$ cat src/rtl/median_filter_ctrl.sv
// Sequencing controller for a 3-stage 3x3 median datapath with frame position tracking.
// Optional border bypass enabled by defining MEDIAN_BORDER_BYPASS_EN.
module median_filter_ctrl #(
  parameter int IMG_W = 640,
  parameter int IMG_H = 480
) (
  input  logic       clk,
  input  logic       rst_n,
  input  logic       in_valid,
  output logic       in_ready,
  input  logic [7:0] in_center,
  output logic       ldFilter,
  output logic [1:0] selFilter,
  input  logic [7:0] med_in,
  output logic [7:0] out_pixel,
  output logic       out_valid,
  input  logic       out_ready,
  output logic       out_last
);

  localparam int CW = (IMG_W > 2) ? $clog2(IMG_W) : 1;
  localparam int RW = (IMG_H > 2) ? $clog2(IMG_H) : 1;

  typedef enum logic [2:0] {
    IDLE,
    ST2,
    ST3,
    CAPT,
    HOLD
  } state_t;

  state_t          r_state;
  logic [CW-1:0]   r_col;
  logic [RW-1:0]   r_row;
  logic [7:0]      r_pix;
  logic            r_valid;
  logic            r_last;

  logic            w_col_end;
  logic            w_row_end;
  logic            w_bypass;
  logic            w_ld;
  logic [1:0]      w_sel;

  assign w_col_end = (r_col == CW'(IMG_W - 1));
  assign w_row_end = (r_row == RW'(IMG_H - 1));

`ifdef MEDIAN_BORDER_BYPASS_EN
  assign w_bypass = w_col_end || w_row_end ||
                    (r_col == '0) || (r_row == '0);
`else
  logic w_unused_center;
  assign w_unused_center = ^in_center;
  assign w_bypass = 1'b0;
`endif

  always_comb begin
    w_ld  = 1'b0;
    w_sel = 2'd0;
    unique case (r_state)
      IDLE: begin
        if (in_valid && !w_bypass) begin
          w_ld  = 1'b1;
          w_sel = 2'd1;
        end
      end
      ST2: begin
        w_ld  = 1'b1;
        w_sel = 2'd2;
      end
      ST3: begin
        w_ld  = 1'b1;
        w_sel = 2'd3;
      end
      default: begin
        w_ld  = 1'b0;
        w_sel = 2'd0;
      end
    endcase
  end

  // Reset gates the combinational controls so the datapath stops at once.
  assign ldFilter  = rst_n & w_ld;
  assign selFilter = rst_n ? w_sel : 2'd0;
  assign in_ready  = rst_n & (r_state == IDLE);

  assign out_pixel = r_pix;
  assign out_valid = r_valid;
  assign out_last  = r_last;

  always_ff @(posedge clk or negedge rst_n) begin
    if (!rst_n) begin
      r_state <= IDLE;
      r_col   <= '0;
      r_row   <= '0;
      r_pix   <= '0;
      r_valid <= 1'b0;
      r_last  <= 1'b0;
    end else begin
      unique case (r_state)
        IDLE: begin
          if (in_valid) begin
            r_last <= w_col_end && w_row_end;
            if (w_col_end) begin
              r_col <= '0;
              r_row <= w_row_end ? '0 : r_row + RW'(1);
            end else begin
              r_col <= r_col + CW'(1);
            end
            if (w_bypass) begin
              r_pix   <= in_center;
              r_valid <= 1'b1;
              r_state <= HOLD;
            end else begin
              r_state <= ST2;
            end
          end
        end
        ST2: r_state <= ST3;
        ST3: r_state <= CAPT;
        CAPT: begin
          r_pix   <= med_in;
          r_valid <= 1'b1;
          r_state <= HOLD;
        end
        HOLD: begin
          if (out_ready) begin
            r_valid <= 1'b0;
            r_state <= IDLE;
          end
        end
        default: r_state <= IDLE;
      endcase
    end
  end

endmodule

$ cat config.mk
export PLATFORM = sky130hd
export DESIGN_NAME = median_filter_ctrl
export DESIGN_NICKNAME = d
export VERILOG_FILES = /design/src/rtl/median_filter_ctrl.sv
export SDC_FILE = /design/constraint.sdc
export NUM_CORES = 1
export LEC_CHECK = 0
export BUFFER_PORTS_ARGS = -buffer_cell sky130_fd_sc_hd__buf_4
export CORE_AREA = 2 2 68 70
export CTS_CLUSTER_DIAMETER = 150
export DETAILED_ROUTE_END_ITERATION = 16
export DIE_AREA = 0 0 70 72
export GPL_TIMING_DRIVEN = 0
export PLACE_DENSITY_LB_ADDON = 0.1
export SLEW_MARGIN = 20
export SYNTH_ARGS = -nofsm -noshare
export SYNTH_HDL_FRONTEND = slang
export SYNTH_SLANG_ARGS = --single-unit
$ cat constraint.sdc
create_clock -name clk -period 2 [get_ports clk]
set_input_delay 0.1 -clock clk [delete_from_list [all_inputs] [get_ports clk]]
set_output_delay 0.1 -clock clk [all_outputs]
set_load 0.1 [all_outputs]
Word level (Yosys, flattened, before mapping)
Cells that the tools add are included.
{"block": "op_classes", "order_cmp": 0, "muxes": 12, "eq_ne": 8, "shifts": 0, "n_reduce_logical": 8, "mul": 0, "bitwise_logic": 2, "add_sub_neg": 2, "n_div": 0}
{"operator": "3-bit case mux with 5 select lines", "count": 1}
{"operator": "10-bit by 1-bit adder with 10-bit output (second input constant)", "count": 1}
{"operator": "10-bit equality test (second input constant)", "count": 1}
{"operator": "10-bit 2-to-1 mux", "count": 1}
{"operator": "9-bit by 1-bit adder with 9-bit output (second input constant)", "count": 1}
{"operator": "9-bit equality test (second input constant)", "count": 1}
{"operator": "9-bit 2-to-1 mux", "count": 1}
{"operator": "3-bit by 2-bit equality test with 1-bit output (second input constant)", "count": 2}
{"operator": "3-bit 2-to-1 mux", "count": 2}
{"operator": "2-bit case mux with 3 select lines", "count": 1}
{"operator": "2-bit AND reduction", "count": 3}
{"operator": "2-bit != test (second input constant)", "count": 2}
{"operator": "1-bit case mux with 2 select lines", "count": 2}
{"operator": "3-bit by 1-bit equality test with 1-bit output (second input constant)", "count": 1}
{"operator": "3-bit equality test (second input constant)", "count": 1}
{"operator": "3-bit logical NOT", "count": 1}
{"operator": "1-bit 2-to-1 mux", "count": 3}
{"operator": "3-bit AND reduction", "count": 1}
{"operator": "1-bit bitwise AND", "count": 2}
{"operator": "2-bit 2-to-1 mux", "count": 1}
{"operator": "2-bit nonzero test", "count": 1}
{"operator": "2-bit OR reduction", "count": 1}
{"operator": "1-bit logical AND", "count": 1}
{"block": "word_totals", "output_inout_bits": 14, "latchBits": 0, "reg_bits": 32, "mem_bits_rw": 0, "memories": 0, "mem_bits_ro": 0, "input_bits": 20, "word_cells": 38}

Logic depth before layout (Yosys ltp)
{"block": "logic_depth", "depth_word": 4, "depth_mapped": 6, "ltp_nobuf": 5}

Worst setup path after synthesis
Ideal clock, no wire load.
{"block": "synth_path", "path_type": "reg2reg", "from": "register r_state[1]", "to": "register r_row[7]", "t_required_ns": 1.924, "setup_slack_ns": -0.147, "path_stages_with_launch": 7, "setup_time_ns": 0.076, "period_less_slack_ns": 2.147, "arrival_ns": 2.071, "n_path_buf": 2, "path_cell_list": "dfrtp_1 > buf_6 > or4b_4 > or4_1 > buf_2 > or3_1 > o21ai_1"}
{"block": "synth_between", "elab_chain_len": 2}
{"item": "start: declaration", "line_no": "32", "text": "state_t r_state;"}
{"item": "start signal: assignment", "line_no": "93", "text": "r_state <= IDLE;"}
{"item": "start signal: assignment", "line_no": "113", "text": "r_state <= HOLD;"}
{"item": "start signal: assignment", "line_no": "115", "text": "r_state <= ST2;"}
{"item": "3-bit logical NOT", "line_no": "100", "text": "unique case (r_state)"}
{"item": "3-bit AND reduction (no source line)"}
{"item": "end signal: assignment", "line_no": "106", "text": "r_row <= w_row_end ? '0 : r_row + RW'(1);"}
{"item": "end: declaration", "line_no": "34", "text": "logic [RW-1:0] r_row;"}
No other way between the ends.
A chain may end at the register's enable or synchronous reset.

Worst setup path in the final report
Same ends and word-level chain as after synthesis.

==> metrics <==
outcome finished with violations; failing checks negative setup slack; R2R Setup Slk -0.8 ps; Cell variety after synth 33; Cell Count, Final, Fillers Out roughly 240; FMAX 500 MHz; hold path start med_in[1]; Rows 24; synthesis-to-layout area growth 34.9%; Clock Tree Buf Depth 2; fillers around 420; Yosys top cell area share 0.543; cells after synthesis 140; ANT nets after route 0; DRT Pass-1 Iters 4; CP Buf/Inv Count 1; slowest cell on the critical path or4b_4; Crit path largest cell delay 510 ps; dpl hpwl a little over 2 mm; layout cells sized above 1 0.371; Tot GR Track Use 0.135; pwr dens roughly 1700 mW/mm^2; first-pass GRT wire length 5.42 mm; Worst-Margin Slew roughly 450 ps; worst setup margin -0.819 ps; final WL 3.17 mm; largest net degree at the start of global routing 36; hold crit path type in -> reg; CTS H-tree lvls 2; Final #Nets 207; Hold Fails Final Rpt 0; vias per cell approximately 5; unrepaired setup endpoints after global routing yes; TritonCTS Buffers 5; clock slew at reported path FFs ~80 ps; reg2reg path depth 5; type of origin of the critical path flop; CP Cell Sequence buf_6 -> or4b_4 -> or4_4 -> or3_1 -> o21ai_1; Peak supply drop about 1400 uV; routability cong. 0.746; clock skew roughly 9 ps; total vias in the final route approximately 1200; hold-critical path depth 2; cell area after synthesis roughly 0.0015 sq mm; diode count 0; number of synthesized register bits 32; 1st-iter DRT viols 47; register area share after synthesis 0.543; Max FO, Critical Path 9; WS Path Type reg -> reg; biggest area consumer among synthesized cells dfrtp_1; syn_nets about 160; final period utilization 1.00; max-cap viol count 0; P_leak between 0.9 and 1 nW; Worst Path Required between 2000 and 2500 ps; io pins 34; Starting Density 0.346; Worst Hold End out_pixel[1]$_DFFE_PN0P_; number of port buffers 25; CTS tree done; die area 0.00504 sq mm; Die Width 70 um; top post-synthesis cells by area dfrtp_1 54%, mux2_2 6.1%, nand2_1 5.6%; grt total ovfl 0; initial antenna violation count 0; Min Clock Period, post-route 2000 ps; wire per inst 13.3 um; root buffer cell clkbuf_8; FF-to-FF End r_row[7]$_DFFE_PN0P_; pre-CTS WS -143 ps; Core Box Area roughly 0.0043 sq mm; Placed Cells roughly 220; Reg2Reg Launch Point r_state[1]$_DFFE_PN0P_; drt drc 0; relative slew slack 0.702; Sink Count 32; worst skew pair latency approximately 290 ps; vias in the first global route ~1200; nature of the critical path endpoint flop; delay-heaviest family, CP simple AND/OR/NAND/NOR gates; Die Y-Extent approximately 72 um; Final setup violation count 1; Ys Warns 0; syn_area_per_cell between 10 and 15 sq um; Pins Over Slew Limit 0; Arr. time, crit path roughly 2200 ps
## stage by stage
stage / TNS (ps) / hold WS, ps / cell area, sq um / utilization / total power, mW
2_1_floorplan: -58.2 / -196 / 1490 / - / 2.32
3_3_place_gp: -490 / 73.8 / 1750 / 0.410 / 2.65
3_5_place_dp: -648 / 79.9 / 1750 / 0.410 / 2.68
4_1_cts: -77.6 / 33.7 / 1870 / 0.440 / 3.25
5_1_grt: -235 / 27.8 / 1990 / 0.467 / 3.47
6_report: -0.819 / 40.2 / 1990 / 0.467 / 3.30
## per-layer routing
metal | vias up | track usage | routed length (um)
met5 | - | 0 | 0
met4 | 0 | 0.0513 | 48
met3 | 6 | 0.0417 | 146
met2 | 29 | 0.230 | 1560
met1 | 570 | 0.163 | 1420
li1 | 584 | - | -
## sequential cells by signal, summed over array words and instances, names as in the netlist
| name | count |
|---|---|
| out_last | 1 |
| out_pixel | 8 |
| out_valid | 1 |
| r_col | 10 |
| r_row | 9 |
| r_state | 3 |
## how the worst max path moves through the flow
stage | depth (start not counted) | end | startpoint
2_1_floorplan | 5 | r_row[7]$_DFFE_PN0P_ | r_col[7]$_DFFE_PN0N_
3_3_place_gp | 4 | r_row[5]$_DFFE_PN0P_ | r_state[2]$_DFFE_PN0P_
3_5_place_dp | 5 | r_row[5]$_DFFE_PN0P_ | r_state[1]$_DFFE_PN0P_
6_report | 5 | r_row[7]$_DFFE_PN0P_ | r_state[1]$_DFFE_PN0P_
5_1_grt | 5 | r_row[7]$_DFFE_PN0P_ | r_state[1]$_DFFE_PN0P_
4_1_cts | 5 | r_row[7]$_DFFE_PN0P_ | r_state[1]$_DFFE_PN0P_
## synthesized netlist by cell type
| library cell | count |
|---|---|
| dfrtp_1 | 32 |
| nor4_1 | 1 |
| mux2_2 | 8 |
| xnor2_1 | 9 |
| buf_2 | 2 |
| nor4_2 | 1 |
| and3_1 | 1 |
| xor2_1 | 1 |
| and2_1 | 1 |
| nand4b_1 | 1 |
| o21ai_1 | 1 |
| a21oi_1 | 5 |
| o31ai_1 | 1 |
| and4b_1 | 1 |
| nor4b_1 | 1 |
| nand3b_1 | 2 |
| or4_1 | 1 |
| or4b_4 | 1 |
| buf_6 | 1 |
| nand3_1 | 6 |
| o21ai_0 | 10 |
| or3_1 | 3 |
| ha_1 | 2 |
| nand4_1 | 3 |
| clkbuf_1 | 1 |
| or3b_2 | 1 |
| o41ai_1 | 1 |
| inv_1 | 2 |
| nor3_1 | 6 |
| and4_1 | 2 |
| nand2_1 | 22 |
| o21a_1 | 1 |
| nor2_1 | 9 |
## final cells by class
class / instances / area (sq um) / area share
Multi-Input combinational cell: 102 / 703 / 0.353
Tap cell: 52 / 65.1 / 0.0327
Timing Repair Buffer: 40 / 303 / 0.152
Clock inverter: 3 / 23.8 / 0.0119
Clock buffer: 5 / 68.8 / 0.0346
Inverter: 2 / 7.51 / 0.00377
Sequential cell: 32 / 803 / 0.404
Buffer: 2 / 16.3 / 0.00817
## layout by cell type, fill, tap and decap left out, types with 6 or more instances in the layout
cell type	count
mux2_2	8
dfrtp_1	30
nor3_1	6
nand2_1	21
o21ai_0	9
xnor2_1	8
nor2_1	9
buf_4	39
## cell families (layout without fill, tap and decap cells)
group / Yosys count / after routing / share of synthesized area
simple gates: 63 / 63 / 0.227
flops: 32 / 32 / 0.543
compound gates: 19 / 19 / 0.0704
xor+xnor: 10 / 10 / 0.0594
mux: 8 / 8 / 0.0611
buf+inv: 6 / 52 / 0.0221
fa+ha+maj: 2 / 2 / 0.0170
## power breakdown
part / total [mW] / switching (mW) / leakage [nW] / internal (mW)
clock: 0.512 / 0.266 / 0.0404 / 0.246
combinational: 1.84 / 1.32 / 0.477 / 0.517
sequential: 0.954 / 0.127 / 0.400 / 0.827
## what timing repair did
item / 4_1_cts / 5_1_grt
setup buffers: 4 / 10
pin swaps: 3 / 3
endpoints found under the setup margin: 10 / 12
gates resized for setup: 4 / 11
endpoints found under the hold margin: 32 / 0
hold buffers: 1 / 0
(Power assumes the default switching activity.)
